`config.mk`:
```
export PLATFORM = sky130hd
export DESIGN_NAME = logicalunit_sched
export DESIGN_NICKNAME = d
export VERILOG_FILES = /design/src/rtl/logicalunit_sched.sv
export SDC_FILE = /design/constraint.sdc
export NUM_CORES = 1
export LEC_CHECK = 0
export ABC_AREA = 1
export CAP_MARGIN = 20
export CORE_MARGIN = 3
export CORE_UTILIZATION = 39
export CTS_CLUSTER_SIZE = 14
export DETAILED_ROUTE_END_ITERATION = 10
export GPL_ROUTABILITY_DRIVEN = 0
export PLACE_DENSITY = 0.8
export SYNTH_ARGS = -nofsm -noshare
export SYNTH_HDL_FRONTEND = slang
export SYNTH_HIERARCHICAL = 1
export SYNTH_SLANG_ARGS = --single-unit
```
`constraint.sdc`:
```
create_clock -name clk -period 2.21 [get_ports clk]
set_input_delay 0.442 -clock clk [delete_from_list [all_inputs] [get_ports clk]]
set_output_delay 0.442 -clock clk [all_outputs]
set_load 0.02 [all_outputs]
```
`src/rtl/logicalunit_sched.sv`:
```
// ----------------------------------------------------------------------------
// logicalunit_sched
//
// Bit-serial round-robin scheduler that time-shares a single two-input LUT
// (logicalunit) between N_REQ requesters. An accepted request is pushed
// through the LUT one bit pair per cycle, LSB first. The WIDTH-bit result is
// then returned together with the index of the requester that owns it.
//
// Ports:
//   clk         rising-edge clock
//   rst         synchronous, active-high reset
//   req_valid   per-requester request valid            [N_REQ]
//   req_ready   per-requester accept strobe, one-hot   [N_REQ]
//   req_a       operand a, requester i at [i*WIDTH +: WIDTH]
//   req_b       operand b, same packing
//   req_func    LUT function, requester i at [i*4 +: 4]
//   resp_valid  result available
//   resp_ready  consumer accepts result
//   resp_data   result vector (partial while running)  [WIDTH]
//   resp_id     owner of resp_data                     [ID_W]
//   busy        high while an operation is running or waiting for hand-off
// ----------------------------------------------------------------------------
module logicalunit_sched #(
    parameter int N_REQ = 4,
    parameter int WIDTH = 8,
    parameter int ID_W  = (N_REQ > 1) ? $clog2(N_REQ) : 1
) (
    input  logic                   clk,
    input  logic                   rst,
    input  logic [N_REQ-1:0]       req_valid,
    output logic [N_REQ-1:0]       req_ready,
    input  logic [N_REQ*WIDTH-1:0] req_a,
    input  logic [N_REQ*WIDTH-1:0] req_b,
    input  logic [N_REQ*4-1:0]     req_func,
    output logic                   resp_valid,
    input  logic                   resp_ready,
    output logic [WIDTH-1:0]       resp_data,
    output logic [ID_W-1:0]        resp_id,
    output logic                   busy
);

    localparam int CNT_W = (WIDTH > 1) ? $clog2(WIDTH) : 1;

    typedef enum logic [1:0] {IDLE, RUN, DONE} state_t;

    state_t             state;
    logic [ID_W-1:0]    lastGrant;
    logic [ID_W-1:0]    grantIdx;
    logic               grantAny;
    logic [WIDTH-1:0]   selA;
    logic [WIDTH-1:0]   selB;
    logic [3:0]         selFunc;
    logic [WIDTH-1:0]   opA;
    logic [WIDTH-1:0]   opB;
    logic [3:0]         opFunc;
    logic [CNT_W-1:0]   cnt;
    logic               luOut;

    // Round-robin pick. The winner is the lowest valid index strictly above
    // the previous grant. If there is none, the search wraps around to the
    // lowest valid index overall. Scanning downward lets the last hit in each
    // loop be the lowest index, so no priority chain is needed.
    always_comb begin
        logic       hiFound;
        logic [ID_W-1:0] hiIdx;
        logic       loFound;
        logic [ID_W-1:0] loIdx;
        hiFound = 1'b0;
        hiIdx   = '0;
        loFound = 1'b0;
        loIdx   = '0;
        for (int i = N_REQ - 1; i >= 0; i--) begin
            if (req_valid[i]) begin
                loFound = 1'b1;
                loIdx   = ID_W'(i);
                if (i > int'(lastGrant)) begin
                    hiFound = 1'b1;
                    hiIdx   = ID_W'(i);
                end
            end
        end
        grantAny = loFound;
        grantIdx = hiFound ? hiIdx : loIdx;
    end

    // The accept strobe is combinational, so a request is taken on the same
    // edge where req_ready is seen high. Reset forces it low so that nothing
    // can be accepted on a reset edge.
    always_comb begin
        req_ready = '0;
        for (int i = 0; i < N_REQ; i++) begin
            req_ready[i] = !rst && (state == IDLE) && grantAny &&
                           (grantIdx == ID_W'(i));
        end
    end

    // Steer the granted requester's operands and function toward the
    // capture registers.
    always_comb begin
        selA    = '0;
        selB    = '0;
        selFunc = '0;
        for (int i = 0; i < N_REQ; i++) begin
            if (grantIdx == ID_W'(i)) begin
                selA    = req_a[i*WIDTH +: WIDTH];
                selB    = req_b[i*WIDTH +: WIDTH];
                selFunc = req_func[i*4 +: 4];
            end
        end
    end

    // This is the one shared LUT. Only the captured operands, indexed by the
    // bit counter, ever drive it.
    logicalunit luInst (
        .a    (opA[cnt]),
        .b    (opB[cnt]),
        .func (opFunc),
        .out  (luOut)
    );

    // Main FSM. IDLE accepts a request. RUN retires one result bit per cycle.
    // DONE holds the result until the consumer takes it. All visible outputs
    // except req_ready are registered here.
    always_ff @(posedge clk) begin
        if (rst) begin
            state      <= IDLE;
            resp_valid <= 1'b0;
            resp_data  <= '0;
            resp_id    <= '0;
            busy       <= 1'b0;
            cnt        <= '0;
            lastGrant  <= ID_W'(N_REQ - 1);
            opA        <= '0;
            opB        <= '0;
            opFunc     <= '0;
        end else begin
            case (state)
                IDLE: begin
                    if (grantAny) begin
                        opA       <= selA;
                        opB       <= selB;
                        opFunc    <= selFunc;
                        resp_id   <= grantIdx;
                        lastGrant <= grantIdx;
                        resp_data <= '0;
                        cnt       <= '0;
                        busy      <= 1'b1;
                        state     <= RUN;
                    end
                end
                RUN: begin
                    resp_data[cnt] <= luOut;
                    if (cnt == CNT_W'(WIDTH - 1)) begin
                        resp_valid <= 1'b1;
                        state      <= DONE;
                    end else begin
                        cnt <= cnt + 1'b1;
                    end
                end
                DONE: begin
                    if (resp_ready) begin
                        resp_valid <= 1'b0;
                        busy       <= 1'b0;
                        state      <= IDLE;
                    end
                end
                default: begin
                    state <= IDLE;
                end
            endcase
        end
    end

endmodule

// ----------------------------------------------------------------------------
// logicalunit
//
// Two-input lookup table: out = func[{a, b}], with a as the MSB of the index.
//
// Ports:
//   a, b   operand bits
//   func   4-bit truth table
//   out    selected table entry
// ----------------------------------------------------------------------------
module logicalunit (
    input  logic       a,
    input  logic       b,
    input  logic [3:0] func,
    output logic       out
);

    assign out = func[{a, b}];

endmodule

```
==> results.md, run 1 <==
Status:
- The flow ran to the end, and the final reports show no timing, DRC or antenna violations.

Worst setup path:
- The depth of the worst register-to-register path is 14.
- The instance count on the critical path is 8.
- The family of cells with the greatest summed delay on the critical path is buffers and inverters.
- The worst setup path is captured at an output port.
- The worst setup path is launched from an input pin.
- The worst path required time is 1770 ps.
- The classification of the worst setup path is input pin to output port.
- Traced cell by cell, the critical path runs through clkdlybuf4s50_1 > inv_1 > nand2_2 > nor2_4 > nor2_4 > nor2_8 > nor3_1 > buf_2.
- The critical path data arrival time is approximately 1700 ps.
- The critical-path cell with the highest stage delay is sky130_fd_sc_hd__clkdlybuf4s50_1.
- The launch point of the worst reg-to-reg path is cnt[2].
- For this run, the slowest stage of the critical path takes about 490 ps.
- The critical path launch point is req_valid[0].
- The most prevalent standard cell on the critical path is sky130_fd_sc_hd__nor2_4.
- Counting both buffers and inverters, the worst setup path holds a total of 3.
- In this run the worst path has a maximum fanout of 5.

STA:
- On the final layout, the worst clock skew is between 4 and 5 ps.
- Across all setup checks in the final design, the least slack found is between 30 and 40 ps.
- The final-report hold violation count is 0.
- The share of the clock period used by the worst path is 98.3%.
- The summed negative setup slack over all endpoints is 0 ps.
- Setup violations remaining at the end of the flow were counted as 0.
- The count of pins over their slew limit is 0.
- Measured against its own limit, the worst slew margin works out to between 70% and 80%.
- For the pin with the worst max-slew slack, the measured transition is 352 ps.
- The worst path in the final design needs a cycle of between 2000 and 2500 ps, including I/O delays and setup.
- The maximum frequency from static timing analysis is between 400 and 500 MHz.

Final layout:
- After filler insertion, the fill cell instance count of the layout stands at roughly 500.
- 0 antenna diodes ended up in the layout.
- The filler-free cell count of the finished design is just under 600.
- The final standard cell area without fillers is approximately 3900 um^2.
- The post-route netlist has between 15 and 20% of its cells at a drive strength greater than 1.
- Compared with the post-synthesis result, the final layout area differs by 57.6%.
- The final net count is slightly below 600.

Die:
- The count of standard-cell rows is 28.
- The chip width is ~85 um.
- The core region is ~6000 um^2.
- The floorplan step defined a die boundary enclosing approximately 7300 um^2.
- The overall die height is roughly 85 um.
- The effective utilization at floorplan is 40.8%.
- The number of I/O pins is ~100.

Global route:
- The first global-routing pass estimated 12.1 mm of wire.
- The initial antenna violation count is 0.
- The overflow left after global routing is 0.
- The pin count of the biggest net entering global routing is 41.
- Global routing used 20.0% of the available tracks across all layers.
- The via count of the first global-routing pass is ~2800.

Routing:
- The total iterations of the first detailed-routing run is 4.
- Dividing the detail-routed wire length by the instance count gives about 13 um.
- After detailed routing, the number of remaining DRC violations is 0.
- Using the TritonRoute via totals, the vias-per-cell ratio works out to ~5.0.
- The total length of routed wires is approximately 7.3 mm.
- The via count is ~2900.
- The count of routing violations after the opening detailed-route iteration is 177.
- The number of antenna-violating nets in the routed design is 0.

Power:
- The static leakage is between 1.5 and 2 nW.
- The power share of the sequential group is between 30% and 40%.
- The clock network fraction of design power is between 20% and 30%.
- The share of total power dissipated in combinational logic is between 40% and 50%.
- Dividing total power by cell area gives a power density of between 500 and 600 nW/um^2.
- The fraction of power spent switching nets is 34.0%.
- The largest voltage drop on the vdd net is roughly 300 uV.
- The design draws approximately 2.2 mW.
- Summed over all nets, the switching power comes to about 0.75 mW.
- The internal power of the cells is 1.46 mW.

Synth:
- The synthesis warning total is 6.
- The number of standard cells after synthesis is approximately 390.
- The count of different cell masters after synthesis is 31.
- The synthesized area per cell is ~6.3 um^2.
- When the netlist entered floorplanning its net count stood at ~480.
- The sequential-to-total area share from yosys stat is a little under a third.
- The synthesized netlist occupies a cell area of 2440 um^2.
- The flip-flop and latch count after synthesis is 39.

Clock network:
- The number of buffers created by CTS is 5.
- The later-pin clock latency in the skew report is a little under 300 ps.
- The clock tree from TritonCTS is built.
- The register clock-pin slew on the reported worst setup and hold paths is ~70 ps.
- The maximum level of the CTS H-tree is 2.
- The TritonCTS sink count is 39.
- The root buffer cell is sky130_fd_sc_hd__clkbuf_8.
- The number of buffers on the longest clock path is 2.

Place:
- The standard cell area after detailed placement is between 3000 and 4000 um^2.
- At the placement stage, the worst setup path has a slack of -622 ps.
- Counting tap cells, the placed design contains a total of around 570 instances.
- The HPWL after detailed placement is around 5.8 mm.
- The number of I/O port buffers is around 100.

Hold path:
- Counting instances, the worst hold path has a depth of 2.
- The type of the tightest min-delay check is register to register.
- In this run the most critical hold path is launched from resp_id[0].

Job:
- The number of violations of the max-capacitance limit is 0.
-- state kept, by name (all words and copies together) (netlist names) --
name / cells
opA: 8
resp_data: 8
opFunc: 4
opB: 8
resp_valid: 1
cnt: 3
resp_id: 2
state: 2
busy: 1
lastGrant: 2
-- through the flow --
stage / util (%) / hold WS, ps
after global placement: 61.7 / 448
after floorplan: - / 444
after CTS: 63.5 / 462
after detailed placement: 61.7 / 452
final: 64.3 / 465
after global routing: 64.3 / 493
-- what timing repair did --
item,in CTS,in global routing
gates resized for setup,30,11
pin swaps,3,4
buffers inserted,2,2
setup endpoints to repair,4,12
hold buffers,0,0
cloned,0,0
-- layout by cell type (no fill, tap or decap), types with 4 or more instances in the layout --
cell | synthesis | routed
sky130_fd_sc_hd__o21ai_1 | 4 | 5
sky130_fd_sc_hd__nand4_1 | 8 | 8
sky130_fd_sc_hd__a21oi_1 | 20 | 20
sky130_fd_sc_hd__buf_4 | 1 | 26
sky130_fd_sc_hd__nor2_1 | 36 | 31
sky130_fd_sc_hd__dfxtp_1 | 39 | 36
sky130_fd_sc_hd__o21ai_0 | 19 | 18
sky130_fd_sc_hd__inv_1 | 33 | 32
sky130_fd_sc_hd__nand2_2 | 2 | 6
sky130_fd_sc_hd__buf_12 | 0 | 4
sky130_fd_sc_hd__clkbuf_8 | 0 | 6
sky130_fd_sc_hd__clkdlybuf4s50_1 | 0 | 95
sky130_fd_sc_hd__a22oi_1 | 4 | 4
sky130_fd_sc_hd__nor3_1 | 6 | 4
sky130_fd_sc_hd__nand2_1 | 123 | 119
sky130_fd_sc_hd__o211ai_1 | 7 | 7
sky130_fd_sc_hd__nand3_1 | 35 | 35
sky130_fd_sc_hd__nor2_2 | 11 | 16
sky130_fd_sc_hd__inv_2 | 6 | 7
-- synthesized netlist by cell type (all sizes together) --
library cell	count	area [um^2]
a21oi	20	100
a221oi	2	17.5
a22oi	4	30.0
buf	9	72.6
clkbuf	8	30.0
dfxtp	39	781
ha	2	25.0
inv	39	146
nand2	127	497
nand3	36	185
nand3b	1	7.51
nand4	8	50.1
nor2	51	267
nor3	6	30.0
o211ai	7	52.6
o21a	1	7.51
o21ai	24	124
o21bai	1	7.51
o22ai	1	6.26
o2bb2ai	1	8.76
-- power groups by stage --
stage	clock network, mW	logic (mW)	registers, mW
2_1_floorplan	0	0.519	0.829
3_3_place_gp	0	0.851	0.833
3_5_place_dp	0	0.869	0.835
4_1_cts	0.481	0.893	0.820
5_1_grt	0.518	1.01	0.832
6_report	0.480	0.907	0.823
-- logic make-up after synthesis --
kind of cell	synth area share, %
AOI/OAI and AO/OA	14.5
and+or+nand+nor	42.4
DFF	31.9
adders and majority gates	1.02
buffers and inverters	10.2
-- routing by layer --
metal	vias up	share of wire, %	GRT usage (%)
li1	1492	-	-
met5	-	0	0
met1	1306	41	23.3
met2	102	52	36.7
met4	0	1.3	6.47
met3	9	5.8	3.50
-- cell type report --
type | instances | area (um^2) | area share (%)
clock inverter | 1 | 5.00 | 0.130
sequential | 39 | 787 | 20.4
timing repair buffer | 131 | 1280 | 33.1
tap | 75 | 93.8 | 2.44
inverter | 39 | 146 | 3.80
multi-input combinational | 292 | 1460 | 37.9
clock buffer | 6 | 82.6 | 2.14
-- path summary, 6_finish.rpt --
kind                                     end  slack [ps]
worst min-delay path              resp_id[0]         460
worst max-delay path            req_ready[0]          40
worst max register to register  resp_data[3]         220
worst min register to register    resp_id[0]         460
-- worst register-to-register path, stage by stage (launching register included) --
cell	delay, ps
sky130_fd_sc_hd__dfxtp_2	370
sky130_fd_sc_hd__inv_1	100
sky130_fd_sc_hd__nand3_1	120
sky130_fd_sc_hd__inv_1	90
sky130_fd_sc_hd__o2bb2ai_1	130
sky130_fd_sc_hd__a221oi_1	200
sky130_fd_sc_hd__nand4_1	150
sky130_fd_sc_hd__inv_1	80
sky130_fd_sc_hd__nand3_1	80
sky130_fd_sc_hd__nand2_1	60
sky130_fd_sc_hd__inv_1	40
sky130_fd_sc_hd__nor2_1	90
sky130_fd_sc_hd__buf_4	170
sky130_fd_sc_hd__nand4_1	90
sky130_fd_sc_hd__a21oi_1	150
No activity file was read; power rests on OpenSTA's default activity.
==> run 2: changes to the inputs <==
Settings changed: CORE_ASPECT_RATIO set to 1.25, SKIP_LAST_GASP set to 1.
==> run 2 against run 1 <==
Die area hardly changed. Clock skew is 2.7 ps lower. Clock-buffer cell count is 1 higher. First-iteration DRC count is 40% lower. Sequential cell count stayed put. Sequential share of layout area is 0.12 points higher.
==> results.md, run 2 (same netlist as run 1, synthesis figures left out) <==
STA:
- The worst hold slack across all endpoints is 468 ps.
- The total setup violations reported at the end of the flow is 0.
- The count of pins over their slew limit is 0.
- The final-report hold violation count is 0.
- In the finished design, the share of the clock period the worst path needs comes to between 90% and 100%.
- The measured slew at the worst slew-check pin is roughly 420 ps.
- The clock skew after layout is between 1 and 1.5 ps.
- Setup total negative slack on the finished layout was measured at 0 ps.
- Measured against its own limit, the worst slew margin works out to about 70%.
- The maximum frequency from static timing analysis is 486 MHz.
- Subtracting the final worst setup slack from the clock period gives 2060 ps.

Power:
- Across the VDD grid, the largest voltage drop is between 300 and 400 uV.
- The overall power is 2.17 mW.
- The static leakage is 1.68 nW.
- The total power density per cell area is between 500 and 600 nW/um^2.

Die:
- The effective utilization at floorplan is between 40% and 50%.
- Measured along the y axis, the die boundary spans between 90 and 100 um.
- The floorplan step defined a die boundary enclosing approximately 7300 um^2.
- The chip width is 76.8 um.
- The initialized floorplan defines 31 standard-cell rows.
- The total area inside the core boundary comes to approximately 5900 um^2.
- The number of I/O pins is ~100.

Final layout:
- In the final layout, the registers with the most flip-flops are opA x8, opB x8, resp_data x8.
- In the final layout, flip-flops and latches occupy around 790 um^2.
- For this run, the post-layout net count is between 500 and 600.
- The utilization after layout is between 60% and 70%.
- The ratio of cells with drive above 1 in the final layout is about 16%.
- The number of diodes is 0.
- The number of filler cells placed in the layout is about 540.
- Leaving out filler cells and counting taps, the final layout contains approximately 600.
- The top cell types in the final layout, fill and taps aside, are sky130_fd_sc_hd__nand2_1, sky130_fd_sc_hd__clkdlybuf4s50_1, sky130_fd_sc_hd__dfxtp_1.
- From synthesis to final layout, the design area changed by 56.7%.
- Leaving out fill and tap cells, the most frequent cell in the layout is sky130_fd_sc_hd__nand2_1.
- Summing all multi-input logic gate instances after layout gives 1450 um^2.

Global route:
- The total overflow left after global routing is 0.
- The initial antenna violation count is 0.
- The wire length of the first global-routing pass is ~12 mm.
- The via count of the first global-routing pass was 2728.
- Entering global routing, the biggest net connects 41 pins.
- The global-route usage over all layers is 19.9%.

Clock network:
- The number of buffers on the longest clock path is 2.
- In this run, post-CTS hold repair placed 0 buffers.
- Clock latency on the worst-skew pair, taken at its later pin, is 280 ps.
- CTS placed an instance of sky130_fd_sc_hd__clkbuf_8 at the clock tree root.
- CTS saw 39 sinks.
- The clock tree from TritonCTS is built.
- In this run the number of H-tree levels came out at 2.
- The register clock-pin slew on the reported worst setup and hold paths is roughly 70 ps.
- The number of buffers created by CTS is 5.

Worst setup path:
- The classification of the worst setup path is register to output port.
- The nature of the critical path startpoint is a register.
- Measured in cells, the most critical reg-to-reg path has a length of 13.
- The worst setup path is captured at an output port.
- For the worst setup path, the data required time is approximately 1800 ps.
- The maximum fanout count along the critical path is 4.
- The launch point of the worst reg-to-reg path is cnt[2].
- The critical path data arrival time is between 1500 and 2000 ps.
- The critical path starts at lastGrant[1].

Place:
- The number of I/O port buffers is 102.
- The cell total after placement is 579.
- The HPWL after detailed placement is 5.71 mm.

Hold path:
- The number of cells traversed by the worst hold path is 2.
- The path class of the tightest hold or removal check is register to register.
- The worst min-delay path startpoint is resp_valid.

Routing:
- After the first detailed-routing iteration, the DRC count stood at around 110.
- The average wire per cell in the routed design is approximately 12 um.
- The number of antenna-violating nets in the routed design is 0.
- The remaining routing DRC violations is 0.
- The total length of routed wires is a little over 7 mm.
- The routed layout has between 2000 and 3000 vias.
- The first detailed-routing pass ran for 4 iterations.
- The number of vias per cell is 4.91.

Status:
- The flow ran to the end, and the final reports show no timing, DRC or antenna violations.

Job:
- The number of violations of the max-capacitance limit is 0.
-- run 2: cell count changes in the layout (fill, tap and decap cells not counted), moves of 2 or more --
cell                       previous run  this run
sky130_fd_sc_hd__nor2_2              16        13
sky130_fd_sc_hd__buf_4               26        28
sky130_fd_sc_hd__nor2_1              31        34
sky130_fd_sc_hd__clkbuf_1             0         2
-- run 2: what timing repair did --
action                     CTS  global route
gates resized for setup     26            14
setup endpoints to repair    4            13
buffers inserted             2             2
cloned                       0             0
pin swaps                    3            10
-- run 2: path summary, 6_finish.rpt --
kind              slack (ps)      endpoint
setup reg to reg         250  resp_data[3]
hold reg to reg          470    resp_valid
setup / recovery         150  req_ready[1]
hold / removal           470    resp_valid
-- run 2: cell type report --
cell class	instances	area share (%)
multi-input combinational	292	37.9
timing repair buffer	130	32.9
clock buffer	7	1.99
inverter	39	3.89
sequential	39	20.5
tap	82	2.68
clock inverter	1	0.131
-- run 2: power breakdown --
part	switching (mW)	internal [mW]
Combinational	0.469	0.431
Sequential	0.0469	0.777
Clock	0.229	0.221
Total	0.745	1.43
-- run 2: through the flow --
| step | worst slack [ps] | area [um^2] |
|---|---|---|
| 6_report | 154 | 3830 |
| 5_1_grt | -3.52 | 3830 |
| 4_1_cts | 1.10 | 3780 |
| 3_5_place_dp | -529 | 3690 |
| 3_3_place_gp | -503 | 3690 |
| 2_1_floorplan | 128 | 2440 |
-- run 2: critical path, cell delays in order (launching register included) --
cell,delay [ps]
sky130_fd_sc_hd__dfxtp_1,390
sky130_fd_sc_hd__nand2_1,100
sky130_fd_sc_hd__nand2_2,110
sky130_fd_sc_hd__nand2_4,80
sky130_fd_sc_hd__buf_4,140
sky130_fd_sc_hd__o21ai_2,180
sky130_fd_sc_hd__nand2_2,80
sky130_fd_sc_hd__nor2_1,70
sky130_fd_sc_hd__buf_2,160
-- run 2: per-layer routing --
layer	vias to the layer above	track usage, %	wire (um)
li1	1491	-	-
met1	1294	22.9	2900
met2	93	37.0	3690
met3	18	3.15	412
met4	0	6.95	180
met5	-	0	0
==> run 3: changes to the inputs <==
Settings changed: CORE_UTILIZATION 39 to 34, PLACE_DENSITY 0.8 to 0.69.
Clock period 2.21 ns to 2.55 ns, I/O delays scaled along.
==> run 3 against run 2 <==
Wire length fell by 0.45%. Utilization down 8.9 points. Non-clock buffer count is 7 lower. Critical path type is now input pin to output port. Final cell count is 0.34% lower. Total power is 7.0% lower. Largest power group unchanged.
==> results.md, run 3 (same netlist as run 1, synthesis figures left out) <==
Die:
- The effective utilization at floorplan is ~36%.
- The count of standard-cell rows is 33.
- The region available for standard cell placement spans roughly 6800 um^2.
- The die outline area is between 8000 and 9000 um^2.
- The overall die height is 101 um.
- In this run the horizontal extent of the chip is 81.8 um.
- The number of I/O pins is roughly 100.

Power:
- VDD sags by at most about 230 uV.
- The fraction of power spent switching nets is a little under a third.
- In this run the static leakage power is ~1.6 nW.
- The internal portion of the total power is around 1.4 mW.
- The clock network accounts for a little under 30% of the total power.
- The overall power is a little over 2 mW.
- For this design the ratio of total power to cell area is 536 nW/um^2.
- The power spent charging and discharging nets is about 0.63 mW.
- In this run, flip-flops and latches consume between 30% and 40% of the power.
- The power share of the combinational group is between 30% and 40%.

STA:
- The final-report hold violation count is 0.
- Once routing completed, OpenROAD measured the worst setup slack at approximately 100 ps.
- In this run the tightest slew margin relative to its limit is approximately three quarters.
- The clock skew after layout is 3.28 ps.
- Setup violations remaining at the end of the flow were counted as 0.
- The measured slew at the worst slew-check pin is ~360 ps.
- The count of pins over their slew limit is 0.
- Subtracting the final worst setup slack from the clock period gives 2450 ps.
- The maximum frequency from static timing analysis is between 400 and 500 MHz.
- Setup repair after global routing could not meet its margin everywhere.
- The share of the clock period used by the worst path is 96.1%.
- The summed negative setup slack over all endpoints is 0 ps.
- The worst hold slack across all endpoints is between 400 and 500 ps.

Routing:
- For this block, the initial DRC count from the detailed router was 157.
- In the routed design, unresolved DRC markers number 0.
- In the routed layout, each cell is associated on average with a via count of about 4.8.
- The final layout contains routed wiring with a total length of between 7 and 8 mm.
- The total iterations of the first detailed-routing run is 4.
- The number of antenna-violating nets in the routed design is 0.
- The detailed router placed approximately 2800 vias in this run.
- In the final routed layout, each cell accounts on average for 12.2 um.

Worst setup path:
- The nature of the critical path startpoint is an input pin.
- The reg-to-reg critical path endpoint is resp_data[3].
- The critical path data arrival time is a little under 2000 ps.
- At the worst endpoint, the required time is about 2000 ps.
- The endpoint type of the worst setup path is an output port.
- The critical path launch point is req_valid[1].
- Counting cells, the worst reg-to-reg path comes to 14.
- The critical path ends at req_ready[2].
- The maximum fanout count along the critical path is 5.
- By startpoint and endpoint, the worst setup path is classified as input pin to output port.
- For flop-to-flop paths, the worst setup slack is roughly 360 ps.
- The startpoint identified for the worst register-to-register timing path is cnt[0].

Final layout:
- The most common cell after layout, fill and taps aside is sky130_fd_sc_hd__nand2_1.
- The area added between synthesis and finish is 54.2%.
- In the final layout, the multi-input gates occupy roughly 1400 um^2.
- The utilization after layout is ~56%.
- In the layout the commonest cells are sky130_fd_sc_hd__nand2_1, sky130_fd_sc_hd__clkdlybuf4s50_1, sky130_fd_sc_hd__dfxtp_1.
- The largest registers in the layout are opA x8, opB x8, resp_data x8.
- Registers take between 700 and 800 um^2.
- The final layout contains 589 nets.
- Leaving out filler cells and counting taps, the final layout contains 588.
- The ratio of cells with drive above 1 in the final layout is ~12%.
- The number of diodes is 0.
- The finished cells cover roughly 3800 um^2.
- Fill cells in the final layout number 700.

Job:
- The number of violations of the max-capacitance limit is 0.

Global route:
- The overflow left after global routing is 0.
- Global routing used around 18% of the available tracks.
- Entering global routing, the biggest net connects 41 pins.
- The via count of the first global-routing pass is ~2700.
- The initial antenna violation count is 0.
- The first global-routing pass estimated approximately 12 mm of wire.

Status:
- The flow ran to the end, and the final reports show no timing, DRC or antenna violations.

Clock network:
- The later-pin clock latency in the skew report is 290 ps.
- In this run the number of H-tree levels came out at 2.
- The TritonCTS sink count is 39.
- The root buffer cell is sky130_fd_sc_hd__clkbuf_8.
- Clock-pin slew was measured on the worst setup and hold paths at ~70 ps.
- The number of setup buffers added after CTS is 0.
- In this run, post-CTS hold repair placed 0 buffers.
- No sink is reached through more buffers than the 2 on the longest clock path.
- The number of clock buffers added by TritonCTS is 5.
- TritonCTS built the clock tree.

Place:
- Summing all placed instances gives a cell area of 3640 um^2.
- The HPWL after detailed placement is about 5.8 mm.
- Once placement completed, the tool counted placed cells totaling 580.
- The worst slack at placement is -365 ps.
- The number of I/O port buffers is 102.

Hold path:
- Counting instances, the worst hold path has a depth of 2.
- The type of the tightest min-delay check is register to register.
[run 3: area by class of cell]
class	count	share of cell area (%)
clock inverters	2	1.59
flip-flops and latches	39	20.7
inverters	39	3.88
clock buffers	6	1.92
multi-input cells	292	37.7
repair buffers	123	31.4
well taps	87	2.89
[run 3: how the worst min path moves through the flow]
| stage | end | start | slack (ps) |
|---|---|---|---|
| 6_report | resp_valid | resp_valid | 460 |
| 2_1_floorplan | opB[1] | opB[1] | 440 |
| 4_1_cts | resp_id[1] | resp_id[1] | 460 |
| 3_5_place_dp | resp_id[1] | resp_id[1] | 450 |
| 5_1_grt | resp_id[1] | resp_id[1] | 480 |
| 3_3_place_gp | resp_id[0] | resp_id[0] | 450 |
[run 3: metal layers]
metal  GRT usage [%]  share of wire, %
met2            32.2                52
met3            3.67               4.9
met4            6.78               2.4
met1            19.9                40
met5               0                 0
[run 3: what timing repair did]
action                                  in CTS  in global routing
gates resized for setup                     13                  5
gates cloned                                 0                  0
endpoints found under the setup margin       4                  4
[run 3: power by group through the flow]
stage / Clock [mW] / Combinational, mW / Sequential (mW)
floorplan: 0 / 0.450 / 0.719
global placement: 0 / 0.712 / 0.723
detailed placement: 0 / 0.723 / 0.723
CTS: 0.607 / 0.724 / 0.710
global route: 0.631 / 0.811 / 0.717
finish: 0.595 / 0.718 / 0.710
[run 3: worst max-delay path, cell delays in order]
cell and delay [ps]:
sky130_fd_sc_hd__clkdlybuf4s50_1 490, sky130_fd_sc_hd__inv_1 80, sky130_fd_sc_hd__nand2_1 130, sky130_fd_sc_hd__nor3_1 80, sky130_fd_sc_hd__nor2_2 130, sky130_fd_sc_hd__nand2_1 140, sky130_fd_sc_hd__nor2_1 130, sky130_fd_sc_hd__clkdlybuf4s15_2 260
